### src/rtl/clock_pkg.sv
// Shared BCD types, constants and helpers for the clock/counter blocks.
package clock_pkg;

    typedef logic [3:0] bcd_digit_t;

    localparam bcd_digit_t BCD_MAX_DIGIT = 4'd9;
    localparam int         BCD_MAX_DIGITS = 4;

    // Decimal integer to packed BCD (up to four digits, digit 0 in [3:0]).
    // Only used to build elaboration-time constants.
    function automatic logic [4*BCD_MAX_DIGITS-1:0] to_bcd(input int value);
        logic [4*BCD_MAX_DIGITS-1:0] bcd;
        int v;
        bcd = '0;
        v   = value;
        for (int i = 0; i < BCD_MAX_DIGITS; i++) begin
            bcd[4*i +: 4] = 4'(v % 10);
            v = v / 10;
        end
        return bcd;
    endfunction

    // 10**n for small non-negative n.
    function automatic int pow10(input int n);
        int p;
        p = 1;
        for (int i = 0; i < n; i++) begin
            p = p * 10;
        end
        return p;
    endfunction

endpackage

### src/rtl/bcd_digit.sv
// One BCD digit: load, or step up/down with carry/borrow in and out.
module bcd_digit
    import clock_pkg::*;
#(
    parameter bcd_digit_t RST_VAL = 4'd0
) (
    input  logic       clk,
    input  logic       reset_n,
    input  logic       i_up,
    input  logic       i_step,
    input  logic       i_load,
    input  bcd_digit_t i_load_val,
    output bcd_digit_t o_digit,
    output logic       o_carry
);

    bcd_digit_t r_digit;
    bcd_digit_t w_digit_next;

    // Next digit: load wins over stepping; stepping wraps 9<->0.
    always_comb begin
        w_digit_next = r_digit;
        if (i_load) begin
            w_digit_next = i_load_val;
        end else if (i_step) begin
            if (i_up) begin
                w_digit_next = (r_digit == BCD_MAX_DIGIT) ? 4'd0 : r_digit + 4'd1;
            end else begin
                w_digit_next = (r_digit == 4'd0) ? BCD_MAX_DIGIT : r_digit - 4'd1;
            end
        end
    end

    // Digit register with synchronous active-low reset to this digit of MIN_VAL.
    always_ff @(posedge clk) begin
        if (!reset_n) begin
            r_digit <= RST_VAL;
        end else begin
            r_digit <= w_digit_next;
        end
    end

    // Carry (up) or borrow (down) ripples when this digit wraps during a step.
    assign o_carry = i_step & (i_up ? (r_digit == BCD_MAX_DIGIT) : (r_digit == 4'd0));
    assign o_digit = r_digit;

endmodule

### src/rtl/bcd_mod_counter.sv
// Modulo BCD up/down counter with wrap between MIN_VAL and MAX_VAL,
// validated synchronous load and a combinational cascade terminal count.
module bcd_mod_counter
    import clock_pkg::*;
#(
    parameter int DIGITS  = 2,
    parameter int MAX_VAL = 59,
    parameter int MIN_VAL = 0
) (
    input  logic                clk,
    input  logic                reset_n,
    input  logic                enable,
    input  logic                up,
    input  logic                load,
    input  logic [4*DIGITS-1:0] load_val,
    output logic [4*DIGITS-1:0] count,
    output logic                tc,
    output logic                load_err
);

    localparam int W = 4 * DIGITS;

    // Illegal parameterisations stop elaboration.
    if (DIGITS < 1 || DIGITS > BCD_MAX_DIGITS) begin : g_bad_digits
        $error("bcd_mod_counter: DIGITS must be 1..4");
    end
    if (!(MIN_VAL >= 0 && MIN_VAL < MAX_VAL && MAX_VAL < pow10(DIGITS))) begin : g_bad_range
        $error("bcd_mod_counter: need 0 <= MIN_VAL < MAX_VAL < 10**DIGITS");
    end

    localparam logic [4*BCD_MAX_DIGITS-1:0] MAX_BCD_FULL = to_bcd(MAX_VAL);
    localparam logic [4*BCD_MAX_DIGITS-1:0] MIN_BCD_FULL = to_bcd(MIN_VAL);
    localparam logic [W-1:0]                MAX_BCD      = MAX_BCD_FULL[W-1:0];
    localparam logic [W-1:0]                MIN_BCD      = MIN_BCD_FULL[W-1:0];

    logic [W-1:0]    w_count;
    logic [W-1:0]    w_load_word;
    logic [DIGITS:0] w_carry;
    logic            w_at_term;
    logic            w_digits_ok;
    logic            w_load_ok;
    logic            w_do_load;
    logic            r_load_err;

    // Every load digit must be a legal BCD digit.
    always_comb begin
        w_digits_ok = 1'b1;
        for (int i = 0; i < DIGITS; i++) begin
            if (load_val[4*i +: 4] > BCD_MAX_DIGIT) begin
                w_digits_ok = 1'b0;
            end
        end
    end

    // With all digits legal, packed BCD orders exactly like the decimal value,
    // so range checks compare directly against the packed BCD limits.
    assign w_load_ok = w_digits_ok && (load_val >= MIN_BCD) && (load_val <= MAX_BCD);

    // Terminal value for the current direction; reaching it means wrap next.
    assign w_at_term = up ? (w_count == MAX_BCD) : (w_count == MIN_BCD);

    // Wrap is a parallel load of the opposite limit; an accepted load uses load_val.
    assign w_do_load   = load ? w_load_ok : (enable & w_at_term);
    assign w_load_word = load ? load_val : (up ? MIN_BCD : MAX_BCD);

    // Ripple step enable: digit 0 steps on a normal count, higher digits on carry.
    assign w_carry[0] = enable & ~load & ~w_at_term;

    for (genvar gi = 0; gi < DIGITS; gi++) begin : g_digit
        bcd_digit #(
            .RST_VAL (MIN_BCD[4*gi +: 4])
        ) u_digit (
            .clk        (clk),
            .reset_n    (reset_n),
            .i_up       (up),
            .i_step     (w_carry[gi]),
            .i_load     (w_do_load),
            .i_load_val (w_load_word[4*gi +: 4]),
            .o_digit    (w_count[4*gi +: 4]),
            .o_carry    (w_carry[gi+1])
        );
    end

    // A carry out of the top digit would mean stepping past MAX/MIN, which the
    // terminal wrap prevents; flag it if the datapath ever does so.
    a_no_overflow : assert property (@(posedge clk) disable iff (!reset_n) !w_carry[DIGITS]);

    // Rejected-load flag: one-cycle pulse after a load that failed validation.
    always_ff @(posedge clk) begin
        if (!reset_n) begin
            r_load_err <= 1'b0;
        end else begin
            r_load_err <= load & ~w_load_ok;
        end
    end

    assign count    = w_count;
    assign tc       = enable & w_at_term;
    assign load_err = r_load_err;

endmodule

### config.mk
export PLATFORM = sky130hd
export DESIGN_NAME = bcd_mod_counter
export DESIGN_NICKNAME = d
export VERILOG_FILES = /design/src/rtl/clock_pkg.sv /design/src/rtl/bcd_digit.sv /design/src/rtl/bcd_mod_counter.sv
export SDC_FILE = /design/constraint.sdc
export NUM_CORES = 1
export LEC_CHECK = 0
export CELL_PAD_IN_SITES_DETAIL_PLACEMENT = 1
export CELL_PAD_IN_SITES_GLOBAL_PLACEMENT = 1
export CORE_MARGIN = 2
export CORE_UTILIZATION = 31
export CTS_BUF_LIST = sky130_fd_sc_hd__clkbuf_8
export DETAILED_ROUTE_END_ITERATION = 10
export PLACE_DENSITY_LB_ADDON = 0.1
export SETUP_SLACK_MARGIN = 0.1
export SLEW_MARGIN = 20
export SYNTH_ARGS = -nofsm -noshare
export SYNTH_HDL_FRONTEND = slang
export SYNTH_SLANG_ARGS = --single-unit
### constraint.sdc
create_clock -name clk -period 3.1 [get_ports clk]
set_clock_uncertainty 0.2 [all_clocks]
set_input_delay 0.93 -clock clk [delete_from_list [all_inputs] [get_ports clk]]
set_output_delay 0.93 -clock clk [all_outputs]
set_load 0.03 [all_outputs]
## After elaboration in Yosys (flattened, before gate mapping)

Cells that the tools add are included.

| storage, ports and cells | value |
|---|---|
| word-level logic and storage cells | 46 |
| bits of input ports | 13 |
| register bits after elaboration | 9 |
| output and inout port bits | 10 |

| operators by class | value |
|---|---|
| eq/ne operators | 3 |
| bitwise logic cells | 8 |
| $lt $le $gt $ge | 4 |
| add/subtract/negate cells | 4 |
| reductions and logical operators | 7 |
| multiplexer cells | 17 |

Operators with widths:

| kind | number |
|---|---|
| 2-to-1 mux 4 bit | 10 |
| adder 4 x 1 -> 4 bit (second input constant) | 2 |
| == test 4 bit (second input constant) | 2 |
| == test 8 x 7 -> 1 bit (second input constant) | 1 |
| >= comparator 8 x 1 -> 1 bit (second input constant) | 1 |
| greater-than comparator 4 bit (second input constant) | 2 |
| less-or-equal comparator 8 x 7 -> 1 bit (second input constant) | 1 |
| logical NOT 4 bit | 2 |
| logical NOT 8 bit | 1 |
| 2-to-1 mux 8 bit | 1 |
| subtractor 4 x 1 -> 4 bit (second input constant) | 2 |
| 2-to-1 mux 7 bit | 1 |
| AND 1 bit | 5 |
| 2-to-1 mux 1 bit | 5 |
| nonzero test 2 bit | 2 |
| NOT 1 bit | 3 |
| logical AND 1 bit | 2 |

## Longest topological paths before layout

| logic depth | value |
|---|---|
| depth after elaboration | 7 |
| mapped depth | 7 |
| mapped depth without buffers | 5 |

## Hierarchy

A second synthesis with hierarchy kept.

| second synthesis, totals | value |
|---|---|
| cells, all modules | 119 |
| area, all modules | 837.1 um^2 |

Modules (own cells, without submodules):

| module | area each (um^2) | sequential area each (um^2) | cells an instance | instances |
|---|---|---|---|---|
| bcd_digit | 324.1 | 80.1 | 45 | 2 |
| bcd_mod_counter | 188.9 | 20.0 | 29 | 1 |

## Least setup slack after synthesis

OpenSTA, ideal clock, no wires.

| timing | value |
|---|---|
| kind | in2out |
| from | input port up |
| to | output port tc |
| path slack | -0.246 ns |
| arrival time | 2.216 ns |
| stages | 4 |
| required time | 1.970 ns |
| buffers on the path | 0 |
| path through | or3_4 > a211o_4 > nor4_4 > and2_1 |

| between the ends | value |
|---|---|
| word-level cells in the longest chain between the ends | 2 |

RTL lines:

| item | line | text |
|---|---|---|
| start, declared | bcd_mod_counter.sv:13 | `input logic up,` |
| 2-to-1 mux 1 bit | bcd_mod_counter.sv:60 | `assign w_at_term = up ? (w_count == MAX_BCD) : (w_count == MIN_BCD);` |
| AND 1 bit | bcd_mod_counter.sv:98 | `assign tc = enable & w_at_term;` |
| end, declared | bcd_mod_counter.sv:17 | `output logic tc,` |

Every way passes these cells.

## Worst setup path after layout

Ends and elaborated chain as after synthesis.

==> impl.org <==
** CTS
- The number of hold buffers added after CTS was 0.
- Clock tree root buffer cell :: sky130_fd_sc_hd__clkbuf_8
- Clock-pin slew was measured on the worst setup and hold paths at 0.05 ns.
- The clock reaches the later pin of the worst-skew pair after 0.23 ns.
- H-tree depth :: 1
- The clock passes through at most 2 buffers.
- Clock sink total :: 9
- TritonCTS clock tree :: done
- Clock buffers created by TritonCTS :: 3

** Critical path
- Startpoint type of the worst setup path :: primary input
- Worst setup path class :: primary input to output pin
- The worst register-to-register path begins at g_digit[0].u_digit.o_digit[3].
- CP Data Arrival Time :: 2.21 ns
- The endpoint identified for the worst register-to-register timing path is g_digit[1].u_digit.o_digit[1].
- Worst EP required :: 1.97 ns
- For the worst flop-to-flop path, the logic depth is 6.
- STA classifies the critical path endpoint as an output pin.
- For flop-to-flop paths, the worst setup slack is 0.89 ns.
- Max FO, Critical Path :: 6

** Cells and area
- In the final layout, flip-flops and latches occupy 180 um^2.
- Finished layout cell area :: 1250 um^2
- Post-layout net count :: 162
- Fillers :: 320
- Final core utilization :: 0.491
- Compared with the post-synthesis result, the final layout area differs by 47.2%.
- Once layout is complete, the cells apart from fillers number 178.
- Diodes inserted :: 0
- The multi-input combinational cells in the finished layout cover a total of 617 um^2.
- Fraction of layout cells with a size suffix above 1 :: 0.203

** Hold path
- The worst hold path begins at g_digit[1].u_digit.o_digit[3].
- Worst-case hold path end point :: g_digit[1].u_digit.o_digit[3]
- The worst hold path was traced through 2 stages.
- The worst hold path belongs to the class flop to flop.

** STA
- Subtracting the final worst setup slack from the clock period gives 3.34 ns.
- The count of endpoints failing hold in the final timing report was 0.
- Hold timing on the final database bottoms out at a slack of 0.418 ns.
- Share of the cycle needed by the critical path after routing :: 1.08
- At the pin with the least slew margin, the transition time is 0.441 ns.
- Final setup violation count :: 1
- Setup slack on the critical path of the routed design comes to -0.237 ns.
- Count of pins over their slew limit :: 0
- RSZ-0062 raised after global routing :: true
- Worst slew margin relative to its limit :: 0.698
- Static timing analysis puts the maximum clock frequency at 300 MHz.
- Total Negative Setup Slacks :: -0.237 ns

** Synth
- The Yosys step of the flow raised 0 warnings.
- Number of enable flip-flop cells after synthesis :: 0
- Distinct cell type count after synthesis :: 45
- Sorting the synthesized cells by area gives the leading types as sky130_fd_sc_hd__dfxtp_1 (21%), sky130_fd_sc_hd__a21oi_1 (5.3%), sky130_fd_sc_hd__o21ai_0 (5.3%).
- Share of async-settable or async-resettable flops after synthesis :: 0
- Of the total synthesized cell area, the portion taken by AND, OR, NAND and NOR gates is 0.283.
- Cell type with the largest total area after synthesis :: sky130_fd_sc_hd__dfxtp_1
- Of the total synthesized cell area, the portion taken by full adders, half adders and majority gates is 0.
- Synth Cell Area :: 848 um^2
- Register bit total from synthesis :: 9
- Gate count of the mapped netlist :: 116
- Sequential-to-total area share from yosys stat :: 0.212
- The area fraction in compound gates after synthesis came to 0.370.
- Of the post-synthesis cell area, the part taken by muxes is 0.0251.
- Dominant combinational cell family by area after synthesis :: compound AO/OA/AOI/OAI gates
- Most frequently used flop master after synthesis :: sky130_fd_sc_hd__dfxtp_1
- The share of synthesized area in the top cell type comes to 0.212.
- The average instance in the mapped netlist occupies 7.31 um^2.
- Of the total synthesized cell area, the portion taken by XOR and XNOR cells is 0.0413.
- Syn nets :: 129

** Die
- Measured along the y axis, the die boundary spans 56.3 um.
- Horizontal die dimension :: 56.3 um
- Area of the core :: 2540 um^2
- 23 I/O pins were placed.
- Standard-cell rows :: 18
- Die ar. :: 3170 um^2
- The initial utilization of the core area, before any placement, comes to 0.333.

** Place
- At the end of routability-driven placement, the weighted congestion stood at 0.728.
- Cell area after placement :: 1180 um^2
- PortBufs :: 22
- Timing analysis after detailed placement gives a worst setup slack of -0.698 ns.
- The number of placed instances, taps included, is 173.
- Detailed-placement wirelength estimate :: 2170 um

** Routing
- DR pass1 iterations :: 4
- Using the TritonRoute via totals, the vias-per-cell ratio works out to 5.71.
- Total wire length :: 2840 um
- The detailed router placed 1,017 vias in this run.
- Post-route ant nets :: 0
- DR DRC count :: 0
- Initial drt markers :: 31
- After detailed routing, the average wire length per cell comes to 16.0 um.

** Power and ir drop
- VDD sags by at most 0.251 mV.
- The analysis attributes to cell leakage a power of 0.483 nW.
- After layout, the design draws a total of 0.471 mW.
- Power per cell area :: 377 nW/um^2

** GRT
- All-layer global routing usage :: 0.189
- Global routing finished with a remaining overflow of 0.
- The first global-routing pass estimated 4790 um of wire.
- Antenna violations before repair :: 0
- Via count of the first global-routing pass :: 1,038
- Pin count of the biggest net entering global routing :: 14

** Outcome
- The run finished, with violations left.
- The checks that failed: negative setup slack.

** Flow run
- The tool flagged a number of max-cap violations equal to 0.
-- state kept, by name (all words and copies together), names as in the netlist --
| signal | count |
|---|---|
| g_digit.u_digit.o_digit | 8 |
| load_err | 1 |
-- power by group --
| part | switching, mW | internal, mW |
|---|---|---|
| combinational | 0.0936 | 0.0956 |
| sequential | 0.0200 | 0.125 |
| clock | 0.0500 | 0.0866 |
| total | 0.164 | 0.307 |
-- how the worst max path moves through the flow --
| stage | from | endpoint | slack (ns) | cells past startpoint |
|---|---|---|---|---|
| 3_5_place_dp | up | tc | -0.70 | 6 |
| 2_1_floorplan | up | tc | -0.07 | 4 |
| 4_1_cts | up | tc | -0.32 | 6 |
| 5_1_grt | up | tc | -0.28 | 6 |
| 6_report | up | tc | -0.24 | 6 |
| 3_3_place_gp | up | tc | -0.67 | 6 |
-- routing by layer --
metal  wire length [um]  part of all wire  vias up  global-route usage
met5                  0                 0        -                   0
met1               1390              0.49      479               0.252
met2               1320              0.46       28               0.313
met3                107             0.038        4              0.0253
met4                 30             0.011        0              0.0612
li1                   -                 -      506                   -
-- synthesized netlist by cell type (3+ instances only) --
cell type                  number
sky130_fd_sc_hd__a21oi_1        9
sky130_fd_sc_hd__clkbuf_1       9
sky130_fd_sc_hd__dfxtp_1        9
sky130_fd_sc_hd__inv_1          4
sky130_fd_sc_hd__nand2_1       10
sky130_fd_sc_hd__nand3_1        7
sky130_fd_sc_hd__nand3b_1       3
sky130_fd_sc_hd__nor2_1         6
sky130_fd_sc_hd__o211ai_1       3
sky130_fd_sc_hd__o21ai_0        9
sky130_fd_sc_hd__o22ai_1        3
sky130_fd_sc_hd__xnor2_1        3
-- repair_timing --
item | CTS | global route
buffers inserted | 1 | 0
endpoints found under the setup margin | 2 | 1
gates resized for setup | 8 | 1
pin swaps | 2 | 2
-- critical path, cell delays in order --
cell and delay, ns:
sky130_fd_sc_hd__buf_8 0.10, sky130_fd_sc_hd__or3_4 0.33, sky130_fd_sc_hd__a211o_4 0.34, sky130_fd_sc_hd__nor4_4 0.18, sky130_fd_sc_hd__and2_4 0.20, sky130_fd_sc_hd__buf_6 0.12
-- cells in the final DEF (no fill, tap or decap), drive strengths merged, types with 3 or more instances in the layout --
cell / n
o21ai: 10
clkbuf: 3
o22ai: 3
clkdlybuf4s50: 20
o211ai: 3
nor2: 6
xnor2: 3
inv: 5
nor4: 3
or3: 3
nand3: 7
nand3b: 3
buf: 19
nand2: 10
dfxtp: 9
o31ai: 3
a21oi: 9
-- cells by family after synthesis --
kind of cell / after synthesis
and+or+nand+nor: 42
muxes: 2
DFF: 9
buffers and inverters: 15
AOI/OAI and AO/OA: 44
xor gates and xnor gates: 4
-- final cells by class --
class,count,area share
clock buffers,3,0.0331
flip-flops and latches,9,0.144
clock inverters,1,0.00301
inverters,4,0.0120
well taps,30,0.0301
repair buffers,39,0.284
multi-input cells,92,0.494
No activity file was read; power rests on OpenSTA's default activity.
